`config.mk`:
```
export PLATFORM = sky130hd
export DESIGN_NAME = mode_counter
export DESIGN_NICKNAME = d
export VERILOG_FILES = /design/src/rtl/mode_counter.sv
export SDC_FILE = /design/constraint.sdc
export NUM_CORES = 1
export LEC_CHECK = 0
export CORE_ASPECT_RATIO = 1.4
export CORE_UTILIZATION = 50
export CTS_CLUSTER_DIAMETER = 80
export DETAILED_ROUTE_END_ITERATION = 10
export PLACE_DENSITY = 0.8
export SLEW_MARGIN = 20
export SYNTH_ARGS = -nofsm -noshare
export SYNTH_HDL_FRONTEND = slang
export SYNTH_SLANG_ARGS = --single-unit
```
`constraint.sdc`:
```
create_clock -name clk -period 3.3 [get_ports clk]
set_input_delay 0.66 -clock clk [delete_from_list [all_inputs] [get_ports clk]]
set_output_delay 0.66 -clock clk [all_outputs]
set_load 0.005 [all_outputs]
```
`src/rtl/mode_counter.sv`:
```
// mode_counter: general-purpose timer/sequencer counter.
//
// Counts over 0..MAX_VAL in one of three run modes:
//   00 free-run : wraps at either end, direction taken from `up` every step
//   01 one-shot : stops on the endpoint and raises a sticky `done`
//   10 ping-pong: reflects at either end, direction held internally in cur_up
//   11 reserved : holds, exactly as if en were low
// A synchronous load takes priority over counting and saturates at MAX_VAL.
// Every output is registered. gray is computed from the next count, so it
// changes on the same edge as count with no extra cycle of latency.
//
// Parameters:
//   WIDTH   - count width in bits
//   MAX_VAL - terminal value, 1 <= MAX_VAL <= 2**WIDTH-1
//   WRAP_W  - width of the saturating terminal-event counter
//
// Ports:
//   clk        in   rising-edge clock
//   reset      in   asynchronous active-high reset
//   en         in   count enable
//   up         in   requested direction (1 = up); used by modes 00/01 and on load
//   load       in   synchronous load strobe, beats en
//   load_value in   value to load, clamped to MAX_VAL
//   mode       in   run mode, see above
//   count      out  binary count
//   gray       out  Gray code of count
//   tc         out  one-cycle pulse after an edge that hit a terminal event
//   done       out  sticky one-shot finished flag, cleared by load or reset
//   cur_up     out  effective direction currently in use
//   wraps      out  saturating count of terminal events

module mode_counter #(
    parameter int unsigned WIDTH   = 4,
    parameter int unsigned MAX_VAL = (2 ** WIDTH) - 1,
    parameter int unsigned WRAP_W  = 8
) (
    input  logic              clk,
    input  logic              reset,
    input  logic              en,
    input  logic              up,
    input  logic              load,
    input  logic [WIDTH-1:0]  load_value,
    input  logic [1:0]        mode,
    output logic [WIDTH-1:0]  count,
    output logic [WIDTH-1:0]  gray,
    output logic              tc,
    output logic              done,
    output logic              cur_up,
    output logic [WRAP_W-1:0] wraps
);

    typedef enum logic [1:0] {
        ModeFree     = 2'b00,
        ModeOneShot  = 2'b01,
        ModePingPong = 2'b10,
        ModeHold     = 2'b11
    } mode_e;

    localparam logic [WIDTH-1:0]  MaxV    = WIDTH'(MAX_VAL);
    localparam logic [WIDTH-1:0]  One     = WIDTH'(1);
    localparam logic [WRAP_W-1:0] WrapOne = WRAP_W'(1);

    logic [WIDTH-1:0]  count_q, count_d;
    logic [WIDTH-1:0]  gray_q, gray_d;
    logic              tc_q, tc_d;
    logic              done_q, done_d;
    logic              cur_up_q, cur_up_d;
    logic [WRAP_W-1:0] wraps_q, wraps_d;

    mode_e             mode_w;
    logic              at_top;
    logic              at_bot;
    logic [WIDTH-1:0]  count_inc;
    logic [WIDTH-1:0]  count_dec;
    logic [WIDTH-1:0]  load_sat;
    logic              term;

    assign mode_w    = mode_e'(mode);
    assign at_top    = (count_q == MaxV);
    assign at_bot    = (count_q == '0);
    assign count_inc = count_q + One;
    assign count_dec = count_q - One;
    assign load_sat  = (load_value > MaxV) ? MaxV : load_value;

    // Next-state for count, direction and done; `term` flags a terminal event.
    always_comb begin
        count_d  = count_q;
        cur_up_d = cur_up_q;
        done_d   = done_q;
        term     = 1'b0;

        if (load) begin
            count_d  = load_sat;
            cur_up_d = up;
            done_d   = 1'b0;
        end else if (en) begin
            unique case (mode_w)
                ModeFree: begin
                    cur_up_d = up;
                    if (up) begin
                        if (at_top) begin
                            count_d = '0;
                            term    = 1'b1;
                        end else begin
                            count_d = count_inc;
                        end
                    end else begin
                        if (at_bot) begin
                            count_d = MaxV;
                            term    = 1'b1;
                        end else begin
                            count_d = count_dec;
                        end
                    end
                end

                ModeOneShot: begin
                    // Once finished the counter is frozen until load/reset.
                    if (!done_q) begin
                        cur_up_d = up;
                        if ((up && at_top) || (!up && at_bot)) begin
                            done_d = 1'b1;
                            term   = 1'b1;
                        end else begin
                            count_d = up ? count_inc : count_dec;
                        end
                    end
                end

                ModePingPong: begin
                    // Reflect at the endpoint: the turnaround edge already
                    // steps one place in the new direction.
                    if (cur_up_q && at_top) begin
                        count_d  = count_dec;
                        cur_up_d = 1'b0;
                        term     = 1'b1;
                    end else if (!cur_up_q && at_bot) begin
                        count_d  = count_inc;
                        cur_up_d = 1'b1;
                        term     = 1'b1;
                    end else begin
                        count_d = cur_up_q ? count_inc : count_dec;
                    end
                end

                ModeHold: begin
                end
            endcase
        end
    end

    // Event outputs and the Gray image of the next count.
    always_comb begin
        tc_d    = term;
        wraps_d = wraps_q;
        if (term && !(&wraps_q)) begin
            wraps_d = wraps_q + WrapOne;
        end
        gray_d = count_d ^ (count_d >> 1);
    end

    always_ff @(posedge clk or posedge reset) begin
        if (reset) begin
            count_q  <= '0;
            gray_q   <= '0;
            tc_q     <= 1'b0;
            done_q   <= 1'b0;
            cur_up_q <= 1'b1;
            wraps_q  <= '0;
        end else begin
            count_q  <= count_d;
            gray_q   <= gray_d;
            tc_q     <= tc_d;
            done_q   <= done_d;
            cur_up_q <= cur_up_d;
            wraps_q  <= wraps_d;
        end
    end

    assign count  = count_q;
    assign gray   = gray_q;
    assign tc     = tc_q;
    assign done   = done_q;
    assign cur_up = cur_up_q;
    assign wraps  = wraps_q;

endmodule

```
==> flow_metrics.env <==
export IMPL_max_stage_delay_ns=0.61
export IMPL_cts_root_buf="clkbuf_4"
export IMPL_crit_chain="clkdlybuf4s50_1 -> or4b_1 -> a21boi_1 -> o21ai_2 -> nor2_1 -> mux2_2"
export IMPL_nNetsFinal=193
export IMPL_grt_ovfl_total=0
export IMPL_yosysSeqAreaShare_pct=33.8
export IMPL_grt_max_degree=23
export IMPL_placed_cells=208
export IMPL_gp_congestion=0.936
export IMPL_start_util_pct=54.1
export IMPL_grt_usage_pct=25.4
export IMPL_p_comb_share_pct=38.2
export IMPL_routed_via_count=1273
export IMPL_synth_area_leader_cell="dfrtp_1"
export IMPL_htreeDepth=1
export IMPL_hold_buffers=0
export IMPL_syn_to_final_growth_pct=25.9
export IMPL_drt_iter0_drc=41
export IMPL_slew_headroom_pct=53.6
export IMPL_clk_path_buf_depth=2
export IMPL_setup_viol=0
export IMPL_die_w_um=45.7
export IMPL_max_freq_ghz=0.389
export IMPL_crit_fanout=8
export IMPL_fp_dieArea_um2=2880
export IMPL_status="completed"
export IMPL_path_class="input pin to flop"
export IMPL_grt_pass1_wl_mm=5.58
export IMPL_synthTopCellsByArea="dfrtp_1 (32%), xor2_1 (6.6%), inv_1 (3.4%)"
export IMPL_p_sw_uw=234
export IMPL_drc=0
export IMPL_synth_seq_cells=18
export IMPL_hold_class="flop to flop"
export IMPL_avgSynthCellArea_um2=8.84
export IMPL_wl_mm=3.20
export IMPL_firstDrtPassIters=4
export IMPL_clkPwrFrac_pct=17.8
export IMPL_clk_latency_ns=0.28
export IMPL_p_int_uw=482
export IMPL_ir_drop_mv=0.220
export IMPL_ys_dominant_reg_cell="dfrtp_1"
export IMPL_cts_resized=0
export IMPL_path_clk_slew_ns=0.10
export IMPL_synth_top_area_share_pct=31.9
export IMPL_yosysWarningCount=0
export IMPL_row_count=21
export IMPL_grt_pass1_vias=1198
export IMPL_coreArea_um2=2470
export IMPL_fin_cells=212
export IMPL_die_h_um=63.1
export IMPL_swShare_pct=32.7
export IMPL_syn_area_um2=1340
export IMPL_startpoint_type="input pin"
export IMPL_endpoint_kind="flop"
export IMPL_static_leakage_power_nw=0.735
export IMPL_antennaDiodeCount=0
export IMPL_drv_slew=0
export IMPL_cts_sinks=18
export IMPL_wl_per_cell_um=15.1
export IMPL_async_flop_share_pct=100
export IMPL_tritoncts="built"
export IMPL_postSynthNetCount=165
export IMPL_numCtsBuffers=3
export IMPL_final_util_pct=68.0
export IMPL_port_buffers=29
export IMPL_hold_viol_final=0
export IMPL_drive_gt1_share_pct=8.99
export IMPL_via_per_inst=6.00
export IMPL_crit_required_ns=3.47
export IMPL_synth_common_cells="dfrtp_1 (17), inv_1 (12), xor2_1 (10)"
export IMPL_synth_edff_count=0
export IMPL_pin_count=30
export IMPL_grt_antenna_before_repair=0
export IMPL_antenna_left=0
export IMPL_seqPwrFrac_pct=44.1
export IMPL_detailed_place_hpwl_mm=2.46
export IMPL_cp_slowest_cell="or4b_1"
export IMPL_cap_violations=0
export IMPL_fillers=218
export IMPL_cts_setup_buffers=0
export IMPL_tns_ns=0
export IMPL_finalCritPeriodShare_pct=78.0
export IMPL_grt_setup_unrepaired="no"
export IMPL_tightest_slew_ns=0.696
export IMPL_netlist_instances=151
export IMPL_cp_data_arrival_time_ns=2.75
export IMPL_synth_distinct_cells=52
export IMPL_clock_skew_ns=0.00812
export IMPL_layout_min_cycle_time_ns=2.57
export IMPL_yosysMostFrequentCell="dfrtp_1"
export IMPL_power_density_nw_per_um2=426
==> final cells by class <==
type	count	area (µm²)	area share (%)
sequential	18	452	26.9
inverter	12	45.0	2.68
timing repair buffer	32	313	18.6
clock buffer	4	36.3	2.16
multi-input combinational	112	792	47.1
tap	34	42.5	2.53
==> logic make-up (layout without fill, tap and decap cells) <==
family	count (synthesis)	in the layout	synth area share (%)
xor gates and xnor gates	13	13	8.53
adders and majority gates	3	3	2.81
muxes	3	3	2.34
AOI/OAI and AO/OA	39	39	22.2
and+or+nand+nor	54	54	23.4
buffers and inverters	21	48	6.84
DFF	18	18	33.8
==> worst max-delay path, delay by kind of cell <==
family                 cells  cell delay [ns]
and+or+nand+nor            2             0.79
buffers and inverters      1             0.57
AOI/OAI and AO/OA          2             0.36
muxes                      1             0.36
==> per-layer routing <==
layer | GRT usage (%) | vias to the layer above | wire [µm]
met5 | 0 | - | 0
met2 | 40.2 | 54 | 1690
met1 | 34.5 | 596 | 1300
li1 | - | 616 | -
met3 | 2.29 | 7 | 139
met4 | 9.85 | 0 | 65
==> path summary, 6_finish.rpt <==
path | start | endpoint | slack (ns) | cells past startpoint
min in group asynchronous | reset | wraps[6] | 0.77 | 2
min reg2reg | wraps[6] | wraps[6] | 0.51 | 1
max reg2reg | count[0] | wraps[1] | 0.77 | 8
max | up | wraps[1] | 0.73 | 6
max in group asynchronous | reset | tc | 2.12 | 2
min | wraps[6] | wraps[6] | 0.51 | 1
==> power groups by stage <==
stage	combinational (mW)	clock (mW)	sequential [mW]
3_3_place_gp	0.266	0	0.315
6_report	0.273	0.127	0.315
4_1_cts	0.275	0.131	0.314
2_1_floorplan	0.168	0	0.298
3_5_place_dp	0.273	0	0.319
5_1_grt	0.305	0.144	0.321
==> state kept, by name, summed over array words and instances, names as in the netlist <==
| register | count |
|---|---|
| wraps | 8 |
| done | 1 |
| count | 4 |
| tc | 1 |
| gray | 3 |
| cur_up | 1 |
==> per-stage QoR <==
step / hold slack (ns) / setup WS (ns) / area, µm² / total power [mW]
6_report: 0.508 / 0.727 / 1680 / 0.716
5_1_grt: 0.520 / 0.605 / 1680 / 0.771
4_1_cts: 0.513 / 0.751 / 1680 / 0.720
3_5_place_dp: 0.499 / 0.451 / 1640 / 0.591
3_3_place_gp: 0.482 / 0.563 / 1640 / 0.582
2_1_floorplan: 0.484 / 1.04 / 1340 / 0.466
==> placed cells by master (no fill, tap or decap), types with 4 or more instances in the layout <==
cell / n
a2111oi_0: 4
a21oi_1: 7
clkdlybuf4s50_1: 29
dfrtp_1: 17
inv_1: 12
nand2_1: 9
nand2b_1: 5
nand3_1: 5
nand4_1: 5
nor2_1: 7
nor2b_1: 4
nor4_1: 5
o21ai_0: 5
xor2_1: 10
No activity file was read; power rests on OpenSTA's default activity.
